$ cat config.mk
export PLATFORM = sky130hd
export DESIGN_NAME = uart_rx_param_flat
export DESIGN_NICKNAME = d
export VERILOG_FILES = /design/src/rtl/uart_rx_param_if.sv /design/src/rtl/uart_rx_param.sv /design/src/flat_wrapper.sv
export SDC_FILE = /design/constraint.sdc
export NUM_CORES = 1
export LEC_CHECK = 0
export BUFFER_PORTS_ARGS = -buffer_cell sky130_fd_sc_hd__buf_2
export CORE_ASPECT_RATIO = 0.75
export CORE_MARGIN = 3
export CORE_UTILIZATION = 52
export DETAILED_ROUTE_END_ITERATION = 6
export GPL_ROUTABILITY_DRIVEN = 0
export PLACE_DENSITY = 0.76
export SETUP_SLACK_MARGIN = 0.5
export SLEW_MARGIN = 20
export SYNTH_ARGS = -nofsm -noshare
export SYNTH_HDL_FRONTEND = slang
export SYNTH_SLANG_ARGS = --single-unit
$ cat constraint.sdc
create_clock -name clk_baud_sample -period 2.1 [get_ports clk_baud_sample]
set_clock_uncertainty 0.1 [all_clocks]
set_input_delay 0.21 -clock clk_baud_sample [delete_from_list [all_inputs] [get_ports clk_baud_sample]]
set_output_delay 0.21 -clock clk_baud_sample [all_outputs]
set_load 0.005 [all_outputs]
$ cat src/rtl/uart_rx_param_if.sv
// rtl/uart_rx_param_if.sv - serial line and received-byte bus between pad and host FIFO
interface uart_rx_param_if #(
   parameter int DATA_WIDTH = 8
);
   logic                  rx_in;
   logic [DATA_WIDTH-1:0] data_out;
   logic                  data_valid;
   logic                  parity_err;
   logic                  frame_err;
   logic                  busy;

   modport master (
      input  rx_in,
      output data_out, data_valid, parity_err, frame_err, busy
   );

   modport slave (
      output rx_in,
      input  data_out, data_valid, parity_err, frame_err, busy
   );
endinterface

$ cat src/rtl/uart_rx_param.sv
// rtl/uart_rx_param.sv - parametrised oversampling UART receiver
// Optional 2-of-3 majority bit decisions: define UART_RX_MAJORITY_VOTE_EN.
module uart_rx_param #(
   parameter int DATA_WIDTH  = 8,
   parameter int PARITY_MODE = 1,
   parameter int STOP_BITS   = 1,
   parameter int OVERSAMPLE  = 16,
   parameter int MSB_FIRST   = 1
) (
   input  logic              clk_baud_sample,
   input  logic              rst,
   uart_rx_param_if.master   bus
);
   localparam int CW = $clog2(OVERSAMPLE);
   localparam logic [CW-1:0] MID_START = CW'(OVERSAMPLE / 2 - 1);
   localparam logic [CW-1:0] MID_BIT   = CW'(OVERSAMPLE - 1);

   typedef enum logic [2:0] {
      S_IDLE, S_START, S_DATA, S_PARITY, S_STOP, S_DONE, S_BREAK
   } state_t;

   state_t                state_q, state_d;
   logic [1:0]            sync_q;
   logic [CW-1:0]         cnt_q, cnt_d;
   logic [3:0]            bit_idx_q, bit_idx_d;
   logic [DATA_WIDTH-1:0] shift_q, shift_d;
   logic                  par_bit_q, par_bit_d;
   logic                  ferr_q, ferr_d;
   logic [DATA_WIDTH-1:0] data_out_q, data_out_d;
   logic                  data_valid_q, data_valid_d;
   logic                  parity_err_q, parity_err_d;
   logic                  frame_err_q, frame_err_d;
   logic                  rx_s, bit_val, at_mid, exp_par, par_bad, fe_now;

   assign rx_s = sync_q[1];

`ifdef UART_RX_MAJORITY_VOTE_EN
   // hist_q[0] holds rx_s at mid-1, hist_q[1] at mid-2 when cnt reaches mid
   logic [1:0] hist_q;
   always_ff @(posedge clk_baud_sample or negedge rst) begin
      if (!rst) hist_q <= 2'b11;
      else      hist_q <= {hist_q[0], rx_s};
   end
   assign bit_val = (hist_q[1] & hist_q[0]) | (hist_q[1] & rx_s) | (hist_q[0] & rx_s);
`else
   assign bit_val = rx_s;
`endif

   assign at_mid  = (cnt_q == ((state_q == S_START) ? MID_START : MID_BIT));
   assign exp_par = (PARITY_MODE == 2) ? ~(^shift_q) : ^shift_q;
   assign par_bad = (PARITY_MODE != 0) && (par_bit_q != exp_par);
   assign fe_now  = ferr_q | ~bit_val;

   always_ff @(posedge clk_baud_sample or negedge rst) begin
      if (!rst) begin
         state_q      <= S_IDLE;
         sync_q       <= 2'b11;
         cnt_q        <= '0;
         bit_idx_q    <= '0;
         shift_q      <= '0;
         par_bit_q    <= 1'b0;
         ferr_q       <= 1'b0;
         data_out_q   <= '0;
         data_valid_q <= 1'b0;
         parity_err_q <= 1'b0;
         frame_err_q  <= 1'b0;
      end else begin
         state_q      <= state_d;
         sync_q       <= {sync_q[0], bus.rx_in};
         cnt_q        <= cnt_d;
         bit_idx_q    <= bit_idx_d;
         shift_q      <= shift_d;
         par_bit_q    <= par_bit_d;
         ferr_q       <= ferr_d;
         data_out_q   <= data_out_d;
         data_valid_q <= data_valid_d;
         parity_err_q <= parity_err_d;
         frame_err_q  <= frame_err_d;
      end
   end

   always_comb begin
      state_d      = state_q;
      cnt_d        = cnt_q + CW'(1);
      bit_idx_d    = bit_idx_q;
      shift_d      = shift_q;
      par_bit_d    = par_bit_q;
      ferr_d       = ferr_q;
      data_out_d   = data_out_q;
      data_valid_d = 1'b0;
      parity_err_d = 1'b0;
      frame_err_d  = 1'b0;
      case (state_q)
         S_IDLE: begin
            cnt_d = '0;
            if (!rx_s) state_d = S_START;
         end
         S_START: begin
            if (at_mid) begin
               if (bit_val) begin
                  state_d = S_IDLE;
               end else begin
                  state_d   = S_DATA;
                  cnt_d     = '0;
                  bit_idx_d = '0;
                  ferr_d    = 1'b0;
               end
            end
         end
         S_DATA: begin
            if (at_mid) begin
               if (MSB_FIRST != 0) shift_d = {shift_q[DATA_WIDTH-2:0], bit_val};
               else                shift_d = {bit_val, shift_q[DATA_WIDTH-1:1]};
               bit_idx_d = bit_idx_q + 4'd1;
               if (bit_idx_q == 4'(DATA_WIDTH - 1)) begin
                  bit_idx_d = '0;
                  state_d   = (PARITY_MODE != 0) ? S_PARITY : S_STOP;
               end
            end
         end
         S_PARITY: begin
            if (at_mid) begin
               par_bit_d = bit_val;
               state_d   = S_STOP;
            end
         end
         S_STOP: begin
            if (at_mid) begin
               ferr_d    = fe_now;
               bit_idx_d = bit_idx_q + 4'd1;
               // Results are registered so they are visible exactly while in DONE
               if (bit_idx_q == 4'(STOP_BITS - 1)) begin
                  state_d      = S_DONE;
                  frame_err_d  = fe_now;
                  parity_err_d = par_bad;
                  if (!fe_now && !par_bad) begin
                     data_valid_d = 1'b1;
                     data_out_d   = shift_q;
                  end
               end
            end
         end
         S_DONE: begin
            cnt_d   = '0;
            state_d = rx_s ? S_IDLE : S_BREAK;
         end
         S_BREAK: begin
            cnt_d = '0;
            if (rx_s) state_d = S_IDLE;
         end
         default: state_d = S_IDLE;
      endcase
   end

   assign bus.data_out   = data_out_q;
   assign bus.data_valid = data_valid_q;
   assign bus.parity_err = parity_err_q;
   assign bus.frame_err  = frame_err_q;
   assign bus.busy       = (state_q != S_IDLE);
endmodule

$ cat src/flat_wrapper.sv
// flat-port wrapper written by rule: the top's interface ports become plain ports
module uart_rx_param_flat 
#(
   parameter int DATA_WIDTH  = 8,
   parameter int PARITY_MODE = 1,
   parameter int STOP_BITS   = 1,
   parameter int OVERSAMPLE  = 16,
   parameter int MSB_FIRST   = 1
)
  (clk_baud_sample, rst, bus_rx_in, bus_data_out, bus_data_valid, bus_parity_err, bus_frame_err, bus_busy);
  uart_rx_param_if #(.DATA_WIDTH(DATA_WIDTH)) bus_i ();
  input  logic clk_baud_sample;
  input  logic rst;
  input wire logic [$bits(bus_i.rx_in)-1:0] bus_rx_in;
  output wire logic [$bits(bus_i.data_out)-1:0] bus_data_out;
  output wire logic [$bits(bus_i.data_valid)-1:0] bus_data_valid;
  output wire logic [$bits(bus_i.parity_err)-1:0] bus_parity_err;
  output wire logic [$bits(bus_i.frame_err)-1:0] bus_frame_err;
  output wire logic [$bits(bus_i.busy)-1:0] bus_busy;
  assign bus_i.rx_in = bus_rx_in;
  assign bus_data_out = bus_i.data_out;
  assign bus_data_valid = bus_i.data_valid;
  assign bus_parity_err = bus_i.parity_err;
  assign bus_frame_err = bus_i.frame_err;
  assign bus_busy = bus_i.busy;
  uart_rx_param #(.DATA_WIDTH(DATA_WIDTH), .PARITY_MODE(PARITY_MODE), .STOP_BITS(STOP_BITS), .OVERSAMPLE(OVERSAMPLE), .MSB_FIRST(MSB_FIRST)) u_core (.clk_baud_sample(clk_baud_sample), .rst(rst), .bus(bus_i));
endmodule
==> flow_summary.toml <==
[floorplan]
start_util = 0.555
die_w_um = 71.6
core.rowCount = 17
dieHeight_um = 55.2
coreArea_um2 = 3020
die-area_um2 = 3950
io_pins = 15

[global_route]
grt-busiest-layer = "met2"
grt_max_degree = 35
grtUsageMet2 = 0.355
grt_use_met3 = 0.0542
use_met1 = 0.273
grt.overflow.total = 0
grt_pass1_vias = 1251
track_usage = 0.211
grt_antenna_before_repair = 0
grt_pass1_wl_mm = 6.18

[synthesis]
ys_types = 41
synth_seq_cells = 34
synth_top_family_by_area = "simple AND/OR/NAND/NOR gates"
yosysWarningCount = 0
synthXorXnorAreaFrac = 0.0604
syn-instance-count = 149
ys.flop_type = "dfrtp_1"
synth_fp_nets = 155
synth_area_per_cell_um2 = 11.3
synth_area_um2 = 1680
postSynth.asyncResetShare = 1.00
synth-compound-area-share = 0.0933
synthMuxAreaShare = 0.114
synth_edf_count = 0
synth-simple-area-share = 0.163
synth_adder_area_share = 0.0284
ys_seq_area_frac = 0.509

[outcome]
violations = "negative setup slack"
outcome = "finished with violations"

[flow_run]
cap_violations = 0

[timing]
slew_violations = 0
slew_headroom = 0.513
tightestPinTransition_ns = 0.730
max_freq_mhz = 465
rsz0062_at_grt = "yes"
hold_ws_ns = 0.263
min_period_over_period = 1.02
final.min_clock_period_ns = 2.15
setup_viol = 8
fin_ws_ns = -0.0516
finalHoldViolations = 0

[critical_path]
reg2reg_setup_slack_ns = -0.05
path_class = "reg2reg"
setup.worst_path.start_class = "register"
reg2reg_depth = 8
r2r_end = "u_core.bus.data_out[2]$_DFFE_PN0P_"
r2r-start = "u_core.bit_idx_q[1]$_DFFE_PN0P_"
arrival_ns = 2.23
required_ns = 2.18
critPathCaptureType = "register"
cp_max_fo = 8

[routing]
drc = 0
viasPerCell = 5.88
ant_nets = 0
totalWireLength_mm = 4.26
drt_iter0_drc = 145
vias = 1388
drt-wirelength-per-cell_um = 18.1
drtPass1Iterations = 5

[worst_hold_path]
hold_end = "u_core.sync_q[1]$_DFF_PN1_"
hold_class = "reg2reg"
hold_path_depth = 0
min_from = "u_core.sync_q[0]$_DFF_PN1_"

[pwr]
max-vdd-ir-drop_uv = 715
p_leak_uw = 0.00111
p_per_area_nw_per_um2 = 904

[finish]
syn_to_final_growth_pct = 40.3
fin_util = 0.779
multi_input_area_um2 = 970
final_cells = 236
fillCellCount = 193
layout-drive-gt1-share = 0.515
seq_area_um2 = 857
finalNetCount = 203
insertedDiodeCount = 0

[clocking]
cts_htree_levels = 2
clock_sinks = 34
clk_path_buf_depth = 2
cts_tree = "done"
clock_latency_ns = 0.29
clk_pin_slew_ns = 0.07
cts_buffers = 5
cts-root-buf = "clkbuf_8"

[place]
port_buffers = 14
place_ws_ns = -0.0279
dpl.hpwl_mm = 2.48
dp_cells = 211
flip-flops by register name, summed over array words and instances (netlist names):
signal and flops:
u_core.bus.data_out 8, u_core.shift_q 8, u_core.bit_idx_q 4, u_core.cnt_q 4, u_core.state_q 3, u_core.sync_q 2, u_core.bus.data_valid 1, u_core.bus.frame_err 1
u_core.bus.parity_err 1, u_core.ferr_q 1, u_core.par_bit_q 1
per-stage QoR:
step           instance area [um2]  TNS [ns]  power [uW]
5_1_grt                       2350    -0.967        2230
3_3_place_gp                  1950         0        1330
2_1_floorplan                 1750   -0.0118        1180
3_5_place_dp                  1950    -0.163        1370
6_report                      2350    -0.223        2130
4_1_cts                       2200         0        2000
worst max-delay path, cell delays in order, from the launching register on:
cell,delay [ns]
dfrtp_1,0.39
inv_1,0.11
ha_4,0.15
nand2b_4,0.05
nor4_4,0.26
nand2_2,0.14
nor4_4,0.30
buf_6,0.20
mux2_2,0.34
where the power goes:
group	switching, uW	internal [uW]
Clock	237	265
Combinational	404	416
Sequential	79.0	727
Total	720	1410
cell families after synthesis:
logic type                 Yosys count
AOI/OAI and AO/OA                   25
muxes                               17
adders and majority gates            4
xor gates and xnor gates            10
and+or+nand+nor                     46
DFF                                 34
buffers and inverters               13
worst max-delay path by stage:
stage,start,endpoint,slack (ns),cells past startpoint
2_1_floorplan,u_core.cnt_q[0]$_DFF_PN0_,u_core.bus.data_out[0]$_DFFE_PN0P_,-0.001,6
6_report,u_core.bit_idx_q[1]$_DFFE_PN0P_,u_core.bus.data_out[2]$_DFFE_PN0P_,-0.05,8
3_3_place_gp,u_core.shift_q[2]$_DFFE_PN0P_,u_core.bus.data_out[0]$_DFFE_PN0P_,0.03,6
4_1_cts,u_core.shift_q[4]$_DFFE_PN0P_,u_core.bus.data_out[4]$_DFFE_PN0P_,0.002,6
5_1_grt,u_core.shift_q[2]$_DFFE_PN0P_,u_core.bus.data_out[2]$_DFFE_PN0P_,-0.14,6
3_5_place_dp,u_core.shift_q[2]$_DFFE_PN0P_,u_core.bus.data_out[4]$_DFFE_PN0P_,-0.03,6
cell usage after synthesis, types with 3 or more instances:
cell | n | area share
inv_1 | 5 | 0.011
dfrtp_1 | 32 | 0.48
nand3_1 | 3 | 0.0090
nor3_1 | 4 | 0.012
nand2b_1 | 4 | 0.015
clkbuf_1 | 4 | 0.0090
a21oi_1 | 5 | 0.015
nor4_1 | 3 | 0.011
xnor2_1 | 7 | 0.037
nor2_1 | 7 | 0.016
o21ai_0 | 9 | 0.027
nor2b_1 | 6 | 0.022
ha_1 | 3 | 0.022
nand2_1 | 8 | 0.018
mux2_2 | 17 | 0.11
final cells by class:
type / count / area share
Clock buffer: 7 / 0.0367
Clock inverter: 1 / 0.00213
Inverter: 5 / 0.00798
Multi-Input combinational cell: 102 / 0.412
Sequential cell: 34 / 0.364
Tap cell: 38 / 0.0202
Timing Repair Buffer: 49 / 0.156
layout by cell type, fill, tap and decap left out, types with 2 or more instances in the layout:
cell	Yosys	layout
a211oi_1	2	2
a21oi_1	5	4
a22o_1	2	2
buf_2	2	14
buf_4	0	25
buf_6	0	8
clkbuf_8	0	6
dfrtp_1	32	29
dfrtp_2	0	3
dfstp_2	2	2
dlygate4sd3_1	0	2
ha_4	0	2
inv_1	5	4
mux2_2	17	3
mux2_4	0	14
nand2_1	8	6
nand2_2	0	2
nand2b_1	4	2
nand2b_4	0	2
nand3_1	3	3
nor2_1	7	7
nor2b_1	6	4
nor3_1	4	3
nor4_4	1	3
o21ai_0	9	3
o21ai_1	0	2
o21ai_2	0	4
o31ai_1	2	2
xnor2_1	7	5
xnor2_2	0	2
xor2_1	2	2
routing by layer:
layer	routed length [um]	up-vias
li1	-	620
met1	1840	688
met2	2020	67
met3	325	13
met4	77	0
met5	0	-
timing repair:
| item | CTS | global route |
|---|---|---|
| gates cloned | 0 | 0 |
| endpoints found under the setup margin | 25 | 30 |
| pin swaps | 10 | 7 |
| resized for setup | 14 | 28 |
| hold endpoints to repair | 33 | 0 |
| buffers inserted | 10 | 5 |
| hold buffers | 2 | 0 |
Power figures use the tool's default switching activity.
